$ cat src/rtl/mem_port_arbiter.sv
`timescale 1ns/1ps
// ----------------------------------------------------------------------------
// mem_port_arbiter
//
// Shares one single-ported memory between the instruction-fetch stage and the
// data (load/store) stage. Each access takes two cycles: a grant cycle in IDLE,
// where the winner's operands are driven straight onto the memory port, and a
// response cycle (RESP_IF / RESP_D), where the memory read data is forwarded
// to the winner together with its ready strobe. Operands are never registered;
// requesters hold them stable until their ready cycle.
//
// Data wins a simultaneous request. With MEMARB_STARVE_GUARD_EN defined, a
// saturating counter tracks how many arbitrations in a row fetch has lost.
// Once it reaches STARVE_LIMIT, fetch wins the next arbitration. Without the
// macro, the counter is not built and data always has strict priority.
//
// Parameters
//   ADDR_W        byte-address width of the shared memory
//   STARVE_LIMIT  consecutive fetch losses before fetch is forced a grant
//
// Ports
//   clk, reset                  clock and asynchronous active-high reset
//   if_req, if_addr             fetch request and byte address
//   if_ready, if_rdata          fetch response strobe and instruction
//   d_req, d_we, d_addr,        data request, write enable, address,
//   d_wdata, d_func3            store data and access size
//   d_ready, d_rdata            data response strobe and load data
//   mem_addr, mem_wdata,        shared memory address, write data,
//   mem_func3, mem_re, mem_we   access size, read and write enables
//   mem_rdata                   memory read data, valid one cycle after mem_re
//   stall_if, stall_d           stall requests to the pipeline stages
// ----------------------------------------------------------------------------
module mem_port_arbiter #(
    parameter int ADDR_W       = 8,
    parameter int STARVE_LIMIT = 3
) (
    input  logic              clk,
    input  logic              reset,
    input  logic              if_req,
    input  logic [ADDR_W-1:0] if_addr,
    output logic              if_ready,
    output logic [31:0]       if_rdata,
    input  logic              d_req,
    input  logic              d_we,
    input  logic [ADDR_W-1:0] d_addr,
    input  logic [31:0]       d_wdata,
    input  logic [2:0]        d_func3,
    output logic              d_ready,
    output logic [31:0]       d_rdata,
    output logic [ADDR_W-1:0] mem_addr,
    output logic [31:0]       mem_wdata,
    output logic [2:0]        mem_func3,
    output logic              mem_re,
    output logic              mem_we,
    input  logic [31:0]       mem_rdata,
    output logic              stall_if,
    output logic              stall_d
);

    typedef enum logic [1:0] {
        IDLE    = 2'd0,
        RESP_IF = 2'd1,
        RESP_D  = 2'd2
    } state_t;

    state_t state;
    state_t state_next;

    logic grant_if;
    logic grant_d;
    logic fetch_priority;

    // Arbitration: only in IDLE and never while reset is held.
    always_comb begin
        grant_if = 1'b0;
        grant_d  = 1'b0;
        if ((state == IDLE) && !reset) begin
            if (d_req && !(if_req && fetch_priority)) begin
                grant_d = 1'b1;
            end else if (if_req) begin
                grant_if = 1'b1;
            end else begin
                grant_d  = 1'b0;
                grant_if = 1'b0;
            end
        end else begin
            grant_if = 1'b0;
            grant_d  = 1'b0;
        end
    end

`ifdef MEMARB_STARVE_GUARD_EN
    localparam int CNT_W = (STARVE_LIMIT < 1) ? 1 : $clog2(STARVE_LIMIT + 1);

    logic [CNT_W-1:0] starve_cnt;

    assign fetch_priority = (starve_cnt == CNT_W'(STARVE_LIMIT));

    // Starvation counter: counts fetch losses, clears once fetch is served or
    // stops asking.
    always_ff @(posedge clk or posedge reset) begin
        if (reset) begin
            starve_cnt <= '0;
        end else if (!if_req || grant_if) begin
            starve_cnt <= '0;
        end else if (grant_d && (starve_cnt != CNT_W'(STARVE_LIMIT))) begin
            starve_cnt <= starve_cnt + 1'b1;
        end else begin
            starve_cnt <= starve_cnt;
        end
    end
`else
    assign fetch_priority = 1'b0;
`endif

    // FSM state register.
    always_ff @(posedge clk or posedge reset) begin
        if (reset) begin
            state <= IDLE;
        end else begin
            state <= state_next;
        end
    end

    // FSM next state: a grant opens a response cycle, which always closes.
    always_comb begin
        state_next = IDLE;
        case (state)
            IDLE: begin
                if (grant_d) begin
                    state_next = RESP_D;
                end else if (grant_if) begin
                    state_next = RESP_IF;
                end else begin
                    state_next = IDLE;
                end
            end
            RESP_IF: state_next = IDLE;
            RESP_D:  state_next = IDLE;
            default: state_next = IDLE;
        endcase
    end

    // FSM outputs: memory port drive in IDLE, response forwarding in RESP_*.
    // Everything is forced low while reset is high, so a response cycle
    // caught by reset never produces a ready strobe.
    always_comb begin
        mem_addr  = '0;
        mem_wdata = 32'h0000_0000;
        mem_func3 = 3'b000;
        mem_re    = 1'b0;
        mem_we    = 1'b0;
        if_ready  = 1'b0;
        if_rdata  = 32'h0000_0000;
        d_ready   = 1'b0;
        d_rdata   = 32'h0000_0000;
        if (!reset) begin
            case (state)
                IDLE: begin
                    if (grant_d) begin
                        mem_addr  = d_addr;
                        mem_wdata = d_wdata;
                        mem_func3 = d_func3;
                        mem_re    = !d_we;
                        mem_we    = d_we;
                    end else if (grant_if) begin
                        // Instruction fetches are always full words.
                        mem_addr  = if_addr;
                        mem_func3 = 3'b010;
                        mem_re    = 1'b1;
                    end else begin
                        mem_re    = 1'b0;
                        mem_we    = 1'b0;
                    end
                end
                RESP_IF: begin
                    if_ready = 1'b1;
                    if_rdata = mem_rdata;
                end
                RESP_D: begin
                    d_ready = 1'b1;
                    d_rdata = mem_rdata;
                end
                default: begin
                    mem_re = 1'b0;
                    mem_we = 1'b0;
                end
            endcase
        end else begin
            mem_re = 1'b0;
            mem_we = 1'b0;
        end
    end

    assign stall_if = if_req & ~if_ready;
    assign stall_d  = d_req & ~d_ready;

endmodule

$ cat config.mk
export PLATFORM = sky130hd
export DESIGN_NAME = mem_port_arbiter
export DESIGN_NICKNAME = d
export VERILOG_FILES = /design/src/rtl/mem_port_arbiter.sv
export SDC_FILE = /design/constraint.sdc
export NUM_CORES = 1
export LEC_CHECK = 0
export CAP_MARGIN = 25
export CORE_ASPECT_RATIO = 2
export CORE_MARGIN = 5
export CORE_UTILIZATION = 19
export DETAILED_ROUTE_END_ITERATION = 6
export MAX_ROUTING_LAYER = met4
export PLACE_DENSITY_LB_ADDON = 0.25
export SETUP_SLACK_MARGIN = 0.05
export SKIP_CTS_REPAIR_TIMING = 1
export SYNTH_ARGS = -nofsm -noshare
export SYNTH_HDL_FRONTEND = slang
export SYNTH_SLANG_ARGS = --single-unit
$ cat constraint.sdc
create_clock -name clk -period 1.9 [get_ports clk]
set_input_delay 0.38 -clock clk [delete_from_list [all_inputs] [get_ports clk]]
set_output_delay 0.38 -clock clk [all_outputs]
set_load 0.01 [all_outputs]
==> key figures <==
Power and ir drop
  – Total power: between 800 and 900 uW
  – Maximum resistive drop on vdd: 0.3966 mV
  – Total leakage power: about 2.0 nW
  – Power density of the placed cells: 224.7 nW/um^2

Finish
  – # nets final: 464
  – Max reg flops: 2
  – Final instance area: 3613 sq um
  – Count of non-filler cells in the finished layout: 432
  – Fraction of layout instances using a drive strength above 1: 0.5348
  – Largest Register: state
  – Top flop regs: state: 2 flops
  – Number of antenna cells inserted: 0
  – Synthesis-to-layout area growth: 258.8%

Drt
  – Routed len/inst: 16.37 microns
  – Detailed-router iteration count before antenna repair: 3
  – DRC violation count after routing: 0
  – Number of vias in the routed layout: 1,848
  – Number of nets still failing antenna checks after routing: 0
  – Iteration-0 DRC count of the detailed router: 36
  – Vias per Instance: between 4 and 5
  – Final wirelength: 7072 microns

Flow run
  – Max capacitance violation total: 0

Floorplanning
  – Initial core utilization: 0.1960
  – Total die area: 6946 sq um
  – Core Footprint: 5139 sq um
  – FP Rows: 37
  – Vertical extent of the die: 113.0 microns
  – Number of ports placed on the die boundary: 201
  – Horizontal die dimension: 61.49 microns

Global route
  – Met2 usage in global routing: 0.2869
  – Met3 layer usage reported by global route: 0.05137
  – GRT Total Usage: 0.1535
  – Maximum number of pins on one net before global-route repair: 37
  – Antenna violations before repair: 0
  – Met1 global-route usage: 0.1420
  – Via count of the first global-routing pass: 1,608
  – Wire length of the first global-routing pass: 8121 microns
  – Most Crowded Layer GR: met2
  – Remaining Overflow, GRT: 0

Worst setup path
  – Critical path class: register to output pin
  – Required time at the endpoint of the critical path: around 1500 ps
  – Largest fanout of any net on the critical path: 5
  – Worst setup SP type: register
  – Arrival time of data at the critical path endpoint: about 1700 ps
  – RR Endpoint: state[1]$_DFF_PP0_
  – Setup slack on the worst flop-to-flop path: 540 ps
  – R2R depth: 6
  – Endpoint kind of the worst setup timing path: output pin
  – R2R Path Start: state[1]$_DFF_PP0_

Synth
  – Synth Area per Inst: 6.670 sq um
  – Number of instances in the synthesized netlist: 151
  – Post-synthesis cell type with the largest combined area: and2_1
  – Part of the Yosys area used for sequential elements: 0.04969
  – Netlist area before placement: roughly 1000 sq um
  – Most instantiated flip-flop cell in the synthesis netlist: dfrtp_1
  – Leading cell types by count after synthesis: and2_1, and2_2, a21oi_1
  – Number of distinct standard cells referenced by the synthesized netlist: 17
  – #FFs+latches synth: 2
  – Share of Yosys cell area claimed by the top area cell type: 0.5217
  – Syn Nets: 239
  – Fraction of synthesis flops using an asynchronous set or reset pin: 1.000
  – Dominant cells by area after synthesis: and2_1, and2_2, nand3b_1, a21oi_1, dfrtp_1
  – Dominant cell by count in the synthesized netlist: and2_1
  – Number of flops mapped to enable cells by yosys: 0
  – Count of warnings emitted by yosys: 0

STA
  – Setup repair after global routing missed its margin: true
  – Setup TNS Final: -4254 ps
  – Highest clock frequency the design can meet: around 480 MHz
  – Worst slew pin tran: ~190 ps
  – Max-slew headroom at the worst pin: 0.8741
  – Number of setup violations in the final report: 35
  – Slew Limit Fails: 0
  – Post-route clock period utilization: 1.086
  – Final number of hold-violating endpoints: 0
  – Final worst setup slack: -163.5 ps
  – Clock Skew: roughly 1.4 ps
  – Minimum clock period: 2064 ps

Clock network
  – Clock latency on the worst-skew pair: between 200 and 250 ps
  – Root buffer cell: clkbuf_8
  – Post-CTS clock slew at the launch and capture registers of the worst setup and hold paths: about 30 ps
  – Deepest clock path buffer count: 2
  – H-Tree Level Count: 1
  – Number of buffers inserted during clock tree synthesis: 3
  – Clock tree sinks: 2
  – CTS tree: built

Run status
  – Outcome: complete, but fails checks
  – Violated checks: setup timing

Min path
  – Class of the most critical hold timing path: input pin to asynchronous set/reset pin

Place
  – Setup Slack @ Placement: -690.2 ps
  – Final weighted congestion in routability-driven placement: 0.7520
  – Placed cell areas: around 3100 sq um
  – Post-detailed-placement half-perimeter wirelength: between 4000 and 5000 microns
  – Placed cell count: 405
  – Port buffer count: 200
==> through the flow <==
stage	hold WS (ps)	utilization
3_5_place_dp	683.6	0.6056
4_1_cts	465.9	0.6136
3_3_place_gp	663.0	0.6056
5_1_grt	96.10	0.7032
2_1_floorplan	121.2	-
6_report	70.46	0.7032
==> critical path: stages (launching register included) <==
cell and delay [ps]:
dfrtp_2 420, buf_6 130, nor4b_4 230, buf_4 170, buf_6 130, clkbuf_16 140
and2_1 110, buf_2 130
==> cell usage in the layout (no fill, tap or decap), types with 3 or more instances in the layout <==
cell type	count
buf_6	79
nand2_1	9
nand3b_1	8
clkbuf_16	5
and2_4	59
dlymetal6s2s_1	20
and2_1	39
buf_2	26
a21oi_1	7
clkdlybuf4s50_1	85
clkbuf_2	8
buf_4	5
buf_12	4
clkbuf_8	3
a21oi_2	3
==> power by group <==
| group | switching, mW | internal, mW | leakage (nW) | total, mW |
|---|---|---|---|---|
| logic | 0.197 | 0.403 | 1.98 | 0.600 |
| clock network | 0.0292 | 0.134 | 0.0216 | 0.163 |
| registers | 0.00367 | 0.0455 | 0.0238 | 0.0491 |
==> area by class of cell <==
| class | instances | area (sq um) |
|---|---|---|
| Sequential cell | 2 | 52.55 |
| Multi-Input combinational cell | 135 | 1025 |
| Tap cell | 58 | 72.57 |
| Inverter | 1 | 3.754 |
| Timing Repair Buffer | 233 | 2419 |
| Fill cell | 418 | 1525 |
| Clock buffer | 3 | 41.29 |
==> worst max-delay path by stage <==
stage	cells after the start	slack (ps)	end	start
detailed placement	6	-690	if_rdata[22]	reset
finish	7	-160	mem_wdata[12]	state[1]$_DFF_PP0_
floorplan	3	320	mem_wdata[10]	state[1]$_DFF_PP0_
global route	7	-230	mem_wdata[12]	state[1]$_DFF_PP0_
CTS	6	-690	if_rdata[22]	reset
global placement	4	-660	mem_addr[4]	reset
==> cells by family after synthesis <==
| kind of cell | count (synthesis) | share of synthesized area |
|---|---|---|
| flip-flops | 2 | 0.04969 |
| AO/OA/AOI/OAI | 10 | 0.04969 |
| buffers and inverters | 14 | 0.07825 |
| AND/OR/NAND/NOR | 125 | 0.8224 |
==> per-layer routing <==
metal | vias to the layer above | share of wire
met2 | 115 | 0.58
met5 | - | 0
met4 | 0 | 0.0086
met3 | 6 | 0.13
li1 | 918 | -
met1 | 809 | 0.28
Note: power is estimated with default switching activity, not from simulation.
